<file path="config.mk">
export PLATFORM = sky130hd
export DESIGN_NAME = accum_feeder_flat
export DESIGN_NICKNAME = d
export VERILOG_FILES = /design/src/rtl/accum_feeder_pkg.sv /design/src/rtl/accum_feeder_if.sv /design/src/rtl/accum_feeder.sv /design/src/flat_wrapper.sv
export SDC_FILE = /design/constraint.sdc
export NUM_CORES = 1
export LEC_CHECK = 0
export CORE_ASPECT_RATIO = 0.8
export CORE_MARGIN = 2
export CORE_UTILIZATION = 33
export CTS_CLUSTER_SIZE = 10
export DETAILED_ROUTE_END_ITERATION = 10
export PLACE_DENSITY = 0.88
export RECOVER_POWER = 25
export SLEW_MARGIN = 20
export SYNTH_ARGS = -nofsm -noshare
export SYNTH_HDL_FRONTEND = slang
export SYNTH_SLANG_ARGS = --single-unit
</file>
<file path="constraint.sdc">
create_clock -name clk -period 1.8 [get_ports clk]
set_clock_uncertainty 0.05 [all_clocks]
set_input_delay 0.27 -clock clk [delete_from_list [all_inputs] [get_ports clk]]
set_output_delay 0.27 -clock clk [all_outputs]
set_load 0.02 [all_outputs]
</file>
<file path="src/rtl/accum_feeder_pkg.sv">
// Shared types and default sizing for the accumulator feeder.
package accum_feeder_pkg;

  localparam int unsigned W_DEF   = 32;
  localparam int unsigned LEN_DEF = 8;
  localparam int unsigned LAT_DEF = 2;

  typedef enum logic [1:0] {
    IDLE   = 2'd0,
    STREAM = 2'd1,
    DRAIN  = 2'd2,
    HOLD   = 2'd3
  } state_e;

endpackage

</file>
<file path="src/rtl/accum_feeder_if.sv">
// Operand stream, accumulator drive and result stream of accum_feeder.
// slave = feeder side, master = environment (source, accumulator, sink).
interface accum_feeder_if
  import accum_feeder_pkg::*;
#(
  parameter int W = W_DEF
);

  logic             in_valid;
  logic             in_ready;
  logic             in_last;
  logic [W-1:0]     in_a;
  logic [W-1:0]     in_b;

  logic [W-1:0]     acc_a;
  logic [W-1:0]     acc_b;
  logic             acc_clken;
  logic             acc_sload;
  logic [2*W-1:0]   acc_sum;

  logic             res_valid;
  logic             res_ready;
  logic [2*W-1:0]   res_data;

  modport slave (
    input  in_valid, in_last, in_a, in_b, acc_sum, res_ready,
    output in_ready, acc_a, acc_b, acc_clken, acc_sload, res_valid, res_data
  );

  modport master (
    output in_valid, in_last, in_a, in_b, acc_sum, res_ready,
    input  in_ready, acc_a, acc_b, acc_clken, acc_sload, res_valid, res_data
  );

endinterface

</file>
<file path="src/rtl/accum_feeder.sv">
// Feeds operand pairs into an external LAT-cycle multiply-accumulator and
// returns one dot-product per vector. ACCUM_FEEDER_LAST_EN: in_last ends a vector early.
//
// state  | meaning
// IDLE   | waiting for element 0 of a new vector
// STREAM | elements 1..LEN-1 being accepted
// DRAIN  | waiting LAT cycles for the accumulator to settle
// HOLD   | result presented until res_ready
module accum_feeder
  import accum_feeder_pkg::*;
#(
  parameter int W   = W_DEF,
  parameter int LEN = LEN_DEF,
  parameter int LAT = LAT_DEF
) (
  input  logic           clk,
  input  logic           rst,
  accum_feeder_if.slave  bus
);

  localparam int CW = $clog2(LEN + 1);
  localparam int DW = $clog2(LAT + 1);
  localparam logic [CW-1:0] LAST_IDX   = CW'(LEN - 1);
  localparam logic [DW-1:0] DRAIN_LOAD = DW'(LAT - 1);

  state_e            state_q, state_d;
  logic [CW-1:0]     cnt_q, cnt_d;
  logic [DW-1:0]     drn_q, drn_d;
  logic              res_valid_q, res_valid_d;
  logic [2*W-1:0]    res_data_q, res_data_d;

  logic              in_ready;
  logic              xfer;
  logic              end_vec;

  always_comb begin
    in_ready = !rst && ((state_q == IDLE) || (state_q == STREAM));
    xfer     = bus.in_valid && in_ready;
`ifdef ACCUM_FEEDER_LAST_EN
    end_vec  = xfer && (bus.in_last || (cnt_q == LAST_IDX));
`else
    end_vec  = xfer && (cnt_q == LAST_IDX);
`endif
  end

`ifndef ACCUM_FEEDER_LAST_EN
  logic unused_in_last;
  assign unused_in_last = bus.in_last;
`endif

  always_comb begin
    state_d     = state_q;
    cnt_d       = cnt_q;
    drn_d       = drn_q;
    res_valid_d = res_valid_q;
    res_data_d  = res_data_q;
    case (state_q)
      IDLE, STREAM: begin
        if (end_vec) begin
          state_d = DRAIN;
          cnt_d   = '0;
          drn_d   = DRAIN_LOAD;
        end else if (xfer) begin
          state_d = STREAM;
          cnt_d   = cnt_q + CW'(1);
        end
      end
      DRAIN: begin
        // drn_q reaching zero marks the edge LAT cycles after the last operand
        if (drn_q == '0) begin
          state_d     = HOLD;
          res_valid_d = 1'b1;
          res_data_d  = bus.acc_sum;
        end else begin
          drn_d = drn_q - DW'(1);
        end
      end
      HOLD: begin
        if (bus.res_ready) begin
          state_d     = IDLE;
          res_valid_d = 1'b0;
        end
      end
      default: state_d = IDLE;
    endcase
  end

  always_ff @(posedge clk) begin
    if (rst) begin
      state_q     <= IDLE;
      cnt_q       <= '0;
      drn_q       <= '0;
      res_valid_q <= 1'b0;
      res_data_q  <= '0;
    end else begin
      state_q     <= state_d;
      cnt_q       <= cnt_d;
      drn_q       <= drn_d;
      res_valid_q <= res_valid_d;
      res_data_q  <= res_data_d;
    end
  end

  // Zero operands outside transfers so bubbles add nothing to the running sum
  assign bus.in_ready  = in_ready;
  assign bus.acc_a     = xfer ? bus.in_a : '0;
  assign bus.acc_b     = xfer ? bus.in_b : '0;
  assign bus.acc_sload = xfer && (cnt_q == '0);
  assign bus.acc_clken = !rst;
  assign bus.res_valid = res_valid_q && !rst;
  assign bus.res_data  = rst ? '0 : res_data_q;

endmodule

</file>
<file path="src/flat_wrapper.sv">
// flat-port wrapper written by rule: the top's interface ports become plain ports
module accum_feeder_flat import accum_feeder_pkg::*;
#(
  parameter int W   = W_DEF,
  parameter int LEN = LEN_DEF,
  parameter int LAT = LAT_DEF
)
  (clk, rst, bus_in_valid, bus_in_last, bus_in_a, bus_in_b, bus_acc_sum, bus_res_ready, bus_in_ready, bus_acc_a, bus_acc_b, bus_acc_clken, bus_acc_sload, bus_res_valid, bus_res_data);
  accum_feeder_if #(.W(W)) bus_i ();
  input  logic clk;
  input  logic rst;
  input wire logic [$bits(bus_i.in_valid)-1:0] bus_in_valid;
  input wire logic [$bits(bus_i.in_last)-1:0] bus_in_last;
  input wire logic [$bits(bus_i.in_a)-1:0] bus_in_a;
  input wire logic [$bits(bus_i.in_b)-1:0] bus_in_b;
  input wire logic [$bits(bus_i.acc_sum)-1:0] bus_acc_sum;
  input wire logic [$bits(bus_i.res_ready)-1:0] bus_res_ready;
  output wire logic [$bits(bus_i.in_ready)-1:0] bus_in_ready;
  output wire logic [$bits(bus_i.acc_a)-1:0] bus_acc_a;
  output wire logic [$bits(bus_i.acc_b)-1:0] bus_acc_b;
  output wire logic [$bits(bus_i.acc_clken)-1:0] bus_acc_clken;
  output wire logic [$bits(bus_i.acc_sload)-1:0] bus_acc_sload;
  output wire logic [$bits(bus_i.res_valid)-1:0] bus_res_valid;
  output wire logic [$bits(bus_i.res_data)-1:0] bus_res_data;
  assign bus_i.in_valid = bus_in_valid;
  assign bus_i.in_last = bus_in_last;
  assign bus_i.in_a = bus_in_a;
  assign bus_i.in_b = bus_in_b;
  assign bus_i.acc_sum = bus_acc_sum;
  assign bus_i.res_ready = bus_res_ready;
  assign bus_in_ready = bus_i.in_ready;
  assign bus_acc_a = bus_i.acc_a;
  assign bus_acc_b = bus_i.acc_b;
  assign bus_acc_clken = bus_i.acc_clken;
  assign bus_acc_sload = bus_i.acc_sload;
  assign bus_res_valid = bus_i.res_valid;
  assign bus_res_data = bus_i.res_data;
  accum_feeder #(.W(W), .LEN(LEN), .LAT(LAT)) u_core (.clk(clk), .rst(rst), .bus(bus_i));
endmodule
</file>
==> out/qor.txt, run 1 <==
Startpoint of the worst register-to-register path -> u_core.drn_q[0]
Initial antenna violation count -> 0
Static leakage -> 3.02 nW
GRT met1 Usage -> 27.4%
Hold buffer count at cts -> 0
Syn_nets -> 476
Primary flip-flop cell chosen by synthesis mapping -> sky130_fd_sc_hd__dfxtp_1
Congestion Overflow GR -> 0
Clock-pin slew on the worst setup and hold paths -> 0.05 ns
Internal power -> 0.00306 W
Sw power -> 0.000911 W
Routed WL per cell -> 17.6 um
Critical Setup Path Class -> flip-flop to output port
Number of flops mapped to enable cells by yosys -> 0
Violated checks -> negative setup slack
Core ar. -> 9810 um^2
Clock tree root buffer cell -> sky130_fd_sc_hd__clkbuf_16
Endpoints failing setup -> 6
Final critical-path share of the clock period -> 101%
Arrival @ worst endpoint -> 1.49 ns
Via count normalized by instance count -> 4.66
Unrepaired setup endpoints after global routing -> true
Maximum capacitance violations -> 0
Worst-case register-to-register setup slack -> 0.16 ns
Bufs on Longest Clock Path -> 2
Cells taking the most area after synthesis -> sky130_fd_sc_hd__dfxtp_1 (43%), sky130_fd_sc_hd__o22a_1 (17%), sky130_fd_sc_hd__nor2b_1 (12%)
Combinational share of power -> 17.6%
Overall die area -> 11100 um^2
Critical Path Start -> u_core.state_q[1]
RePlAce Congestion -> 0.666
Met2 global-route usage -> 37.8%
Starting Density -> 34.4%
Final Hold Fails -> 0
Maximum fanout count along the critical path -> 16
Detail Placement HPWL -> 9.03 mm
Routed Wire Length -> 13.3 mm
Worst R2R End -> u_core.res_data_q[59]
Fin crit period -> 1.81 ns
Synth Warn # -> 0
Part of the total power dissipated in the clock network -> 41.4%
Antenna diode instance count -> 0
DR pass1 iterations -> 4
Number of instances on the worst hold path -> 4
Sequential cell area fraction in the yosys report -> 43.3%
Global-route wire length before repair -> 18.7 mm
Max VDD drop -> 0.000487 V
Switching part of the total -> 22.9%
Final max-slew violation count -> 0
Clock insertion delay at the later pin of the skew report -> 0.32 ns
Headroom to the max-slew limit -> 68.0%
Startpoint class of the critical path -> flip-flop
Power per standard cell area -> 607 nW/um^2
Destination of the worst hold path -> u_core.cnt_q[0]
Grt peak-use layer -> met2
Port Buffers -> 263
Num CTS Buffers -> 9
Outcome -> finished with violations
P&R area growth vs syn -> 94.1%
Async set or reset register ratio after synthesis -> 0%
Drt initial violations -> 138
Number of top-level pins -> 265
Die Ht -> 94.4 um
Most instantiated cells after synthesis -> sky130_fd_sc_hd__dfxtp_1 (73), sky130_fd_sc_hd__nor2b_1 (66), sky130_fd_sc_hd__and2_1 (64), sky130_fd_sc_hd__o22a_1 (64), sky130_fd_sc_hd__buf_6 (13)
Post-route ant nets -> 0
Synthesized cell area -> 3370 um^2
Ratio of cells with drive above 1 in the final layout -> 22.5%
Met3 usage -> 4.36%
Number of cells traversed by the worst register-to-register path -> 5
Layout Nets -> 750
Kind of capture point of the worst setup path -> output port
Pin count of the biggest net entering global routing -> 65
Library cell occupying the most area in the post-synthesis netlist -> sky130_fd_sc_hd__dfxtp_1
Fmax -> 551 MHz
Hold Startpoint -> rst
Total track usage -> 21.8%
Worst EP required -> 1.48 ns
H-tree levels -> 3
Number of standard-cell rows in the floorplan -> 32
Synthesized area divided by synthesized cell count -> 9.92 um^2
Count of vias placed by the detailed router -> 3521
Worst-case setup margin in the final layout -> -0.0138 ns
Number of global-route vias before repair -> 3578
Final Cell Area -> 6550 um^2
Portion of total power attributed to sequential cells -> 41.0%
Placed inst area -> 6150 um^2
Number of sinks on the clock net -> 73
Fraction of synthesized cell area taken by the top area cell type -> 43.3%
Seq cells post-synth -> 73
Distinct cell type count after synthesis -> 34
TritonCTS clock tree -> yes
Slew @ Worst Pin -> 0.479 ns
Class of the most critical hold timing path -> input port to flip-flop
Cell count after synthesis -> 340
DRC violation count after routing -> 0
Sum of negative setup slack -> -0.0316 ns
Most frequent cell after synthesis -> sky130_fd_sc_hd__dfxtp_1
Die outline width -> 117 um
-- metrics by stage --
step	instances	hold slack, ns	power (W)	utilization [%]	setup WS [ns]
after floorplan	340	0.342	0.00184	-	0.338
final	755	0.436	0.00397	66.7	-0.0138
after global routing	755	0.433	0.00411	66.7	-0.0834
after global placement	728	0.424	0.00228	62.7	-0.535
after CTS	751	0.416	0.00397	64.0	-0.0180
after detailed placement	728	0.454	0.00230	62.7	-0.586
-- power by group through the flow --
stage | clock, W | sequential, W | combinational, W
detailed placement | 0 | 0.00166 | 0.000635
finish | 0.00165 | 0.00163 | 0.000699
floorplan | 0 | 0.00166 | 0.000180
CTS | 0.00170 | 0.00163 | 0.000640
global route | 0.00175 | 0.00163 | 0.000733
global placement | 0 | 0.00166 | 0.000622
-- sequential cells by signal (all words and copies together), names as in the netlist --
| name | count |
|---|---|
| u_core.drn_q | 2 |
| u_core.res_data_q | 64 |
| u_core.cnt_q | 4 |
| u_core.state_q | 2 |
| u_core.res_valid_q | 1 |
-- final cells by class --
class	count	area, um^2
Tap cell	136	170
Timing Repair Buffer	289	2850
Clock inverter	5	30.0
Fill cell	791	3260
Sequential cell	73	1460
Inverter	5	18.8
Multi-Input combinational cell	236	1770
Clock buffer	11	253
-- placed cells by master (no fill, tap or decap), types with 2 or more instances in the layout --
cell	n
sky130_fd_sc_hd__a21oi_1	4
sky130_fd_sc_hd__and2_1	43
sky130_fd_sc_hd__and2_4	21
sky130_fd_sc_hd__buf_12	8
sky130_fd_sc_hd__buf_16	2
sky130_fd_sc_hd__buf_2	8
sky130_fd_sc_hd__buf_4	39
sky130_fd_sc_hd__buf_6	35
sky130_fd_sc_hd__clkbuf_16	10
sky130_fd_sc_hd__clkbuf_8	2
sky130_fd_sc_hd__clkdlybuf4s50_1	130
sky130_fd_sc_hd__clkinv_2	3
sky130_fd_sc_hd__clkinvlp_4	2
sky130_fd_sc_hd__dfxtp_1	72
sky130_fd_sc_hd__dlygate4sd2_1	66
sky130_fd_sc_hd__ha_1	3
sky130_fd_sc_hd__inv_1	5
sky130_fd_sc_hd__nand2_1	5
sky130_fd_sc_hd__nor2_1	5
sky130_fd_sc_hd__nor2_4	3
sky130_fd_sc_hd__nor2b_1	66
sky130_fd_sc_hd__o21ai_0	2
sky130_fd_sc_hd__o22a_1	64
-- logic make-up (layout without fill, tap and decap cells) --
logic type                 after synthesis  in the layout  synth area share [%]
adders and majority gates                3              3                  1.11
DFF                                     73             73                  43.3
muxes                                    1              1                 0.297
and+or+nand+nor                        151            154                  28.6
buffers and inverters                   34            310                  7.20
AOI/OAI and AO/OA                       77             77                  19.2
xor gates and xnor gates                 1              1                 0.260
-- worst max path at each step --
stage	end	slack (ns)	cells past startpoint
2_1_floorplan	bus_acc_a[0]	0.34	4
3_3_place_gp	bus_acc_a[8]	-0.53	5
3_5_place_dp	bus_acc_a[10]	-0.59	5
4_1_cts	bus_acc_b[7]	-0.02	5
5_1_grt	bus_acc_b[27]	-0.08	5
6_report	bus_acc_b[27]	-0.01	5
-- repair_timing --
action                     CTS  global route
resized for setup          374            76
cloned                       5             2
pin swaps                    1            12
hold endpoints to repair     0             0
setup endpoints to repair  194           106
buffers inserted             2             3
-- worst max-delay path: stages (launching register included) --
cell                        delay [ns]
sky130_fd_sc_hd__dfxtp_2          0.33
sky130_fd_sc_hd__nor3b_4          0.21
sky130_fd_sc_hd__buf_4            0.18
sky130_fd_sc_hd__clkbuf_16        0.17
sky130_fd_sc_hd__and2_1           0.14
sky130_fd_sc_hd__buf_4            0.14
-- metal layers --
layer / wire, um / vias up
li1: - / 1719
met1: 5670 / 1674
met2: 6820 / 117
met3: 641 / 11
met4: 127 / 0
met5: 0 / -
Power figures use the tool's default switching activity.
==> run 2, diff against run 1 <==
--- a/config.mk
+++ b/config.mk
@@ -10,7 +10,7 @@
 export CORE_UTILIZATION = 33
 export CTS_CLUSTER_SIZE = 10
 export DETAILED_ROUTE_END_ITERATION = 10
-export PLACE_DENSITY = 0.88
+export PLACE_DENSITY = 0.8
 export RECOVER_POWER = 25
 export SLEW_MARGIN = 20
 export SYNTH_ARGS = -nofsm -noshare
==> out/qor.txt, run 2 (synthesis results as in run 1) <==
Outcome -> finished with violations (unchanged)
Violated checks -> negative setup slack (unchanged)
Static leakage -> 3.39 nW (was 3.02 nW)
Multi-input gate area -> 1800 um^2 (was 1770 um^2)
Ratio of cells with drive above 1 in the final layout -> 25.0% (was 22.5%)
Num CTS Buffers -> 9 (unchanged)
Switching part of the total -> 20.5% (was 22.9%)
Via count normalized by instance count -> 4.69 (was 4.66)
H-tree levels -> 3 (unchanged)
Starting Density -> 34.4% (unchanged)
Routed WL per cell -> 17.6 um (about the same)
Die Ht -> 94.4 um (unchanged)
Sw power -> 0.000922 W (was 0.000911 W)
Drt initial violations -> 110 (was 138)
Critical Setup Path Class -> flip-flop to output port (unchanged)
Max VDD drop -> 0.000827 V (was 0.000487 V)
Die outline width -> 117 um (unchanged)
Clock-pin slew on the worst setup and hold paths -> 0.05 ns (about the same)
Pre-CTS WS -> -0.589 ns (was -0.586 ns)
Detail Placement HPWL -> 8.73 mm (was 9.03 mm)
Total track usage -> 21.1% (was 21.8%)
Congestion Overflow GR -> 0 (unchanged)
Arrival @ worst endpoint -> 1.53 ns (was 1.49 ns)
Global-route wire length before repair -> 17.8 mm (was 18.7 mm)
Port Buffers -> 263 (unchanged)
Core ar. -> 9810 um^2 (unchanged)
DRC violation count after routing -> 0 (unchanged)
Pin count of the biggest net entering global routing -> 65 (unchanged)
Power per standard cell area -> 661 nW/um^2 (was 607 nW/um^2)
Slew @ Worst Pin -> 0.513 ns (was 0.479 ns)
Startpoint class of the critical path -> flip-flop (unchanged)
Internal power -> 0.00358 W (was 0.00306 W)
Number of global-route vias before repair -> 3397 (was 3578)
Final max-slew violation count -> 0 (unchanged)
Bufs on Longest Clock Path -> 2 (unchanged)
Antenna diode instance count -> 0 (unchanged)
Class of the most critical hold timing path -> input port to flip-flop (unchanged)
Number of standard-cell rows in the floorplan -> 32 (unchanged)
Maximum fanout count along the critical path -> 6 (was 16)
Final critical-path share of the clock period -> 103% (was 101%)
Number of fill cells -> 729 (was 791)
Maximum capacitance violations -> 0 (unchanged)
Clock insertion delay at the later pin of the skew report -> 0.33 ns (was 0.32 ns)
Initial antenna violation count -> 0 (unchanged)
Layout Nets -> 750 (unchanged)
Final Hold Fails -> 0 (unchanged)
Max reg flops -> 64 (unchanged)
Hold buffer count at cts -> 0 (unchanged)
Combinational share of power -> 16.2% (was 17.6%)
RePlAce Congestion -> 0.712 (was 0.666)
Fin crit period -> 1.85 ns (was 1.81 ns)
DR pass1 iterations -> 4 (unchanged)
Clock tree root buffer cell -> sky130_fd_sc_hd__clkbuf_16 (unchanged)
Post-route ant nets -> 0 (unchanged)
Final Total Pwr -> 0.00450 W (was 0.00397 W)
Kind of capture point of the worst setup path -> output port (unchanged)
Worst EP required -> 1.48 ns (about the same)
Part of the total power dissipated in the clock network -> 47.6% (was 41.4%)
Fmax -> 539 MHz (was 551 MHz)
Number of top-level pins -> 265 (unchanged)
Area taken by flip-flops and latches -> 1460 um^2 (unchanged)
TritonCTS clock tree -> yes (unchanged)
Routed Wire Length -> 13.3 mm (about the same)
Number of sinks on the clock net -> 73 (unchanged)
Count of vias placed by the detailed router -> 3539 (was 3521)
Unrepaired setup endpoints after global routing -> true (unchanged)
Commonest non-fill, non-tap cells in the layout -> sky130_fd_sc_hd__clkdlybuf4s50_1 (130), sky130_fd_sc_hd__dfxtp_1 (72), sky130_fd_sc_hd__nor2b_1 (66) (was sky130_fd_sc_hd__clkdlybuf4s50_1 (130), sky130_fd_sc_hd__dfxtp_1 (72), sky130_fd_sc_hd__nor2b_1 (66), sky130_fd_sc_hd__dlygate4sd2_1 (66), sky130_fd_sc_hd__o22a_1 (64))
Most common cell after layout, fill and taps aside -> sky130_fd_sc_hd__clkdlybuf4s50_1 (unchanged)
Worst-case setup margin in the final layout -> -0.0550 ns (was -0.0138 ns)
P&R area growth vs syn -> 102% (was 94.1%)
Overall die area -> 11100 um^2 (unchanged)
Sum of negative setup slack -> -0.754 ns (was -0.0316 ns)
Most flops, register -> u_core.res_data_q (unchanged)
Headroom to the max-slew limit -> 65.8% (was 68.0%)
Endpoints failing setup -> 27 (was 6)
Largest registers -> u_core.res_data_q (64), u_core.cnt_q (4) (unchanged)
Portion of total power attributed to sequential cells -> 36.2% (was 41.0%)
[run 2: cell count changes in the layout (fill, tap and decap cells not counted), moves of 2 or more]
cell,previous run,this run
sky130_fd_sc_hd__and2_1,43,24
sky130_fd_sc_hd__and2_4,21,40
sky130_fd_sc_hd__buf_12,8,2
sky130_fd_sc_hd__buf_2,8,1
sky130_fd_sc_hd__buf_4,39,21
sky130_fd_sc_hd__buf_6,35,65
sky130_fd_sc_hd__bufinv_16,0,4
sky130_fd_sc_hd__clkbuf_8,2,0
sky130_fd_sc_hd__clkinvlp_4,2,0
sky130_fd_sc_hd__dlygate4sd2_1,66,46
sky130_fd_sc_hd__dlymetal6s2s_1,0,21
[run 2: metal layers]
layer	share of wire (%)	vias to the layer above	GRT usage (%)
met5	0	-	0
met4	2.0	0	7.55
met3	8.1	18	8.66
met2	50	137	35.2
met1	40	1666	24.5
li1	-	1718	-
[run 2: power by group through the flow]
stage | combinational, W | sequential, W | clock [W]
global placement | 0.000604 | 0.00166 | 0
floorplan | 0.000180 | 0.00166 | 0
CTS | 0.000644 | 0.00163 | 0.00220
global route | 0.000766 | 0.00163 | 0.00227
detailed placement | 0.000610 | 0.00166 | 0
finish | 0.000730 | 0.00163 | 0.00214
[run 2: critical path: stages (launching register included)]
cell                        delay [ns]
sky130_fd_sc_hd__dfxtp_2          0.33
sky130_fd_sc_hd__nor3b_4          0.20
sky130_fd_sc_hd__buf_6            0.15
sky130_fd_sc_hd__buf_12           0.13
sky130_fd_sc_hd__clkbuf_16        0.15
sky130_fd_sc_hd__and2_4           0.14
sky130_fd_sc_hd__buf_6            0.11
[run 2: cell type report]
cell class	count	area share, %
Clock inverter	6	1.91
Inverter	5	0.275
Timing Repair Buffer	290	44.1
Tap cell	136	2.50
Clock buffer	10	3.36
Multi-Input combinational cell	235	26.4
Sequential cell	73	21.5
[run 2: worst paths after layout]
kind         cells after the start  slack [ns]               from              endpoint
max                              6       -0.05  u_core.state_q[1]         bus_acc_b[17]
min reg2reg                      2        0.46    u_core.cnt_q[0]       u_core.cnt_q[0]
min                              5        0.45                rst       u_core.cnt_q[2]
max reg2reg                      5        0.11    u_core.drn_q[0]  u_core.res_data_q[2]
[run 2: timing repair]
action | 4_1_cts | 5_1_grt
pin swaps | 22 | 23
gates cloned | 3 | 4
setup endpoints to repair | 193 | 150
resized for setup | 388 | 119
buffers inserted | 3 | 4
[run 2: metrics by stage]
step                      std cells  hold slack, ns  area (um^2)  util [%]
after floorplan                 340           0.342         3370         -
after global placement          725           0.424         6080      62.0
after detailed placement        725           0.445         6080      62.0
after CTS                       747           0.406         6420      65.4
after global routing            755           0.458         6820      69.5
final                           755           0.448         6820      69.5
==> run 3, diff against run 2 <==
--- a/config.mk
+++ b/config.mk
@@ -5,6 +5,7 @@
 export SDC_FILE = /design/constraint.sdc
 export NUM_CORES = 1
 export LEC_CHECK = 0
+export ABC_CLOCK_PERIOD_IN_PS = 1800
 export CORE_ASPECT_RATIO = 0.8
 export CORE_MARGIN = 2
 export CORE_UTILIZATION = 33
@@ -12,6 +13,7 @@
 export DETAILED_ROUTE_END_ITERATION = 10
 export PLACE_DENSITY = 0.8
 export RECOVER_POWER = 25
+export REMOVE_ABC_BUFFERS = 1
 export SLEW_MARGIN = 20
 export SYNTH_ARGS = -nofsm -noshare
 export SYNTH_HDL_FRONTEND = slang
==> out/qor.txt, run 3 (synthesis results as in run 1) <==
Met2 wire length -> 6.40 mm (was 6.64 mm)
Arrival @ worst endpoint -> 1.51 ns (was 1.53 ns)
H-tree levels -> 3 (unchanged)
Worst R2R End -> u_core.res_data_q[35] (was u_core.res_data_q[2])
Worst EP required -> 1.48 ns (about the same)
Largest registers -> u_core.res_data_q (64), u_core.cnt_q (4) (unchanged)
Startpoint class of the critical path -> flip-flop (unchanged)
Max VDD drop -> 0.000552 V (was 0.000827 V)
Clock insertion delay at the later pin of the skew report -> 0.32 ns (was 0.33 ns)
Final critical-path share of the clock period -> 102% (was 103%)
Hold buffer count at cts -> 0 (unchanged)
Slew @ Worst Pin -> 0.497 ns (was 0.513 ns)
Number of instances on the worst hold path -> 3 (was 5)
Most flops, register -> u_core.res_data_q (unchanged)
Endpoints failing setup -> 28 (was 27)
Fmax -> 547 MHz (was 539 MHz)
Drt initial violations -> 128 (was 110)
Outcome -> finished with violations (unchanged)
Global-route wire length before repair -> 18.2 mm (was 17.8 mm)
Routed Wire Length -> 12.7 mm (was 13.3 mm)
Bufs on Longest Clock Path -> 2 (unchanged)
Starting Density -> 34.4% (unchanged)
Routed wire length on met3 -> 738 um (was 1.07 mm)
Core ar. -> 9810 um^2 (unchanged)
Destination of the worst hold path -> u_core.state_q[1] (was u_core.cnt_q[2])
Pin count of the biggest net entering global routing -> 65 (unchanged)
Class of the most critical hold timing path -> input port to flip-flop (unchanged)
Unrepaired setup endpoints after global routing -> true (unchanged)
Layout Nets -> 746 (was 750)
Worst-case setup margin in the final layout -> -0.0297 ns (was -0.0550 ns)
Startpoint of the worst register-to-register path -> u_core.drn_q[0] (unchanged)
Power per standard cell area -> 618 nW/um^2 (was 661 nW/um^2)
Number of top-level pins -> 265 (unchanged)
Via count normalized by instance count -> 4.62 (was 4.69)
Most common cell after layout, fill and taps aside -> sky130_fd_sc_hd__clkdlybuf4s50_1 (unchanged)
Total track usage -> 21.6% (was 21.1%)
Violated checks -> negative setup slack (unchanged)
Maximum fanout count along the critical path -> 31 (was 6)
Congestion Overflow GR -> 0 (unchanged)
Hold Startpoint -> rst (unchanged)
P&R area growth vs syn -> 95.1% (was 102%)
Overall die area -> 11100 um^2 (unchanged)
Static leakage -> 3.00 nW (was 3.39 nW)
Met1 layer wirelength in the final routing -> 5.21 mm (was 5.29 mm)
Critical Setup Path Class -> flip-flop to output port (unchanged)
Fin crit period -> 1.83 ns (was 1.85 ns)
Initial antenna violation count -> 1 (was 0)
Final Hold Fails -> 0 (unchanged)
Detail Placement HPWL -> 8.77 mm (was 8.73 mm)
RePlAce Congestion -> 0.825 (was 0.712)
Final Total Pwr -> 0.00406 W (was 0.00450 W)
Headroom to the max-slew limit -> 66.9% (was 65.8%)
Die Ht -> 94.4 um (unchanged)
Number of cells traversed by the worst register-to-register path -> 5 (unchanged)
Num CTS Buffers -> 9 (unchanged)
Routed WL per cell -> 16.8 um (was 17.6 um)
Ratio of cells with drive above 1 in the final layout -> 22.6% (was 25.0%)
Port Buffers -> 263 (unchanged)
Commonest non-fill, non-tap cells in the layout -> sky130_fd_sc_hd__clkdlybuf4s50_1 (130), sky130_fd_sc_hd__dfxtp_1 (72), sky130_fd_sc_hd__nor2b_1 (66), sky130_fd_sc_hd__dlygate4sd2_1 (66) (was sky130_fd_sc_hd__clkdlybuf4s50_1 (130), sky130_fd_sc_hd__dfxtp_1 (72), sky130_fd_sc_hd__nor2b_1 (66))
Kind of capture point of the worst setup path -> output port (unchanged)
DRC violation count after routing -> 0 (unchanged)
Fraction of the core area covered by cells at the end of the flow -> 67.1% (was 69.5%)
Count of vias placed by the detailed router -> 3471 (was 3539)
Clock-pin slew on the worst setup and hold paths -> 0.05 ns (about the same)
Post-route ant nets -> 0 (unchanged)
Number of global-route vias before repair -> 3520 (was 3397)
TritonCTS clock tree -> yes (unchanged)
Number of sinks on the clock net -> 73 (unchanged)
Max reg flops -> 64 (unchanged)
Maximum capacitance violations -> 0 (unchanged)
Clock tree root buffer cell -> sky130_fd_sc_hd__clkbuf_16 (unchanged)
DR pass1 iterations -> 4 (unchanged)
Final max-slew violation count -> 0 (unchanged)
Die outline width -> 117 um (unchanged)
Number of standard-cell rows in the floorplan -> 32 (unchanged)
Worst-case register-to-register setup slack -> 0.10 ns (was 0.11 ns)
Max Used Layer -> met4 (unchanged)
-- run 3: changes by cell type in the layout (fill, tap and decap cells not counted), sizes merged --
cell | previous run | this run
dlygate4sd2 | 46 | 66
dlymetal6s2s | 21 | 0
diode | 0 | 1
buf | 92 | 83
clkbuf | 11 | 19
clkinv | 2 | 0
bufinv | 4 | 1
clkdlybuf4s15 | 0 | 2
clkinvlp | 0 | 1
-- run 3: worst max-delay path by stage --
stage                           start  cells after the start  slack [ns]            end
floorplan           u_core.state_q[1]                      2       -0.73  bus_acc_sload
global placement         bus_in_valid                      5       -0.56  bus_acc_b[26]
detailed placement       bus_in_valid                      5       -0.58  bus_acc_b[26]
CTS                 u_core.state_q[1]                      6       -0.05  bus_acc_b[19]
global route        u_core.state_q[1]                      5       -0.13  bus_acc_a[20]
finish              u_core.state_q[1]                      5       -0.03   bus_acc_b[1]
-- run 3: repair_timing --
item                                    4_1_cts  5_1_grt
pin swaps                                    16       10
endpoints found under the setup margin      194       66
endpoints found under the hold margin         0        0
buffers inserted                              4        0
resized for setup                           461       32
gates cloned                                  5        1
-- run 3: power breakdown --
part / leakage [nW] / switching, W / internal (W)
Sequential: 0.589 / 0.00000747 / 0.00162
Combinational: 2.27 / 0.000252 / 0.000449
Clock: 0.137 / 0.000621 / 0.00111
-- run 3: cell type report --
type	count	area (um^2)
Antenna cell	1	2.50
Clock buffer	14	254
Clock inverter	2	37.5
Fill cell	779	3230
Inverter	5	18.8
Multi-Input combinational cell	235	1780
Sequential cell	73	1460
Tap cell	136	170
Timing Repair Buffer	286	2860
-- run 3: layer usage --
metal  vias up  GRT usage (%)
li1       1713              -
met1      1599           24.8
met2       135           37.9
met3        24           6.48
met4         0           7.94
met5         -              0
-- run 3: worst max-delay path, stage by stage (launching register included) --
cell and delay (ns):
sky130_fd_sc_hd__dfxtp_2 0.33, sky130_fd_sc_hd__nor3b_4 0.23, sky130_fd_sc_hd__buf_4 0.16, sky130_fd_sc_hd__buf_12 0.15, sky130_fd_sc_hd__and2_1 0.18, sky130_fd_sc_hd__buf_6 0.13
-- run 3: through the flow --
| stage | setup TNS, ns | setup slack (ns) | std cells | hold WS [ns] | cell area [um^2] |
|---|---|---|---|---|---|
| 2_1_floorplan | -58.27 | -0.734 | 311 | 0.289 | 3150 |
| 3_3_place_gp | -36.43 | -0.555 | 727 | 0.423 | 6110 |
| 3_5_place_dp | -41.45 | -0.583 | 727 | 0.438 | 6110 |
| 4_1_cts | -0.846 | -0.0548 | 752 | 0.258 | 6540 |
| 5_1_grt | -9.12 | -0.130 | 752 | 0.298 | 6580 |
| 6_report | -0.294 | -0.0297 | 752 | 0.282 | 6580 |
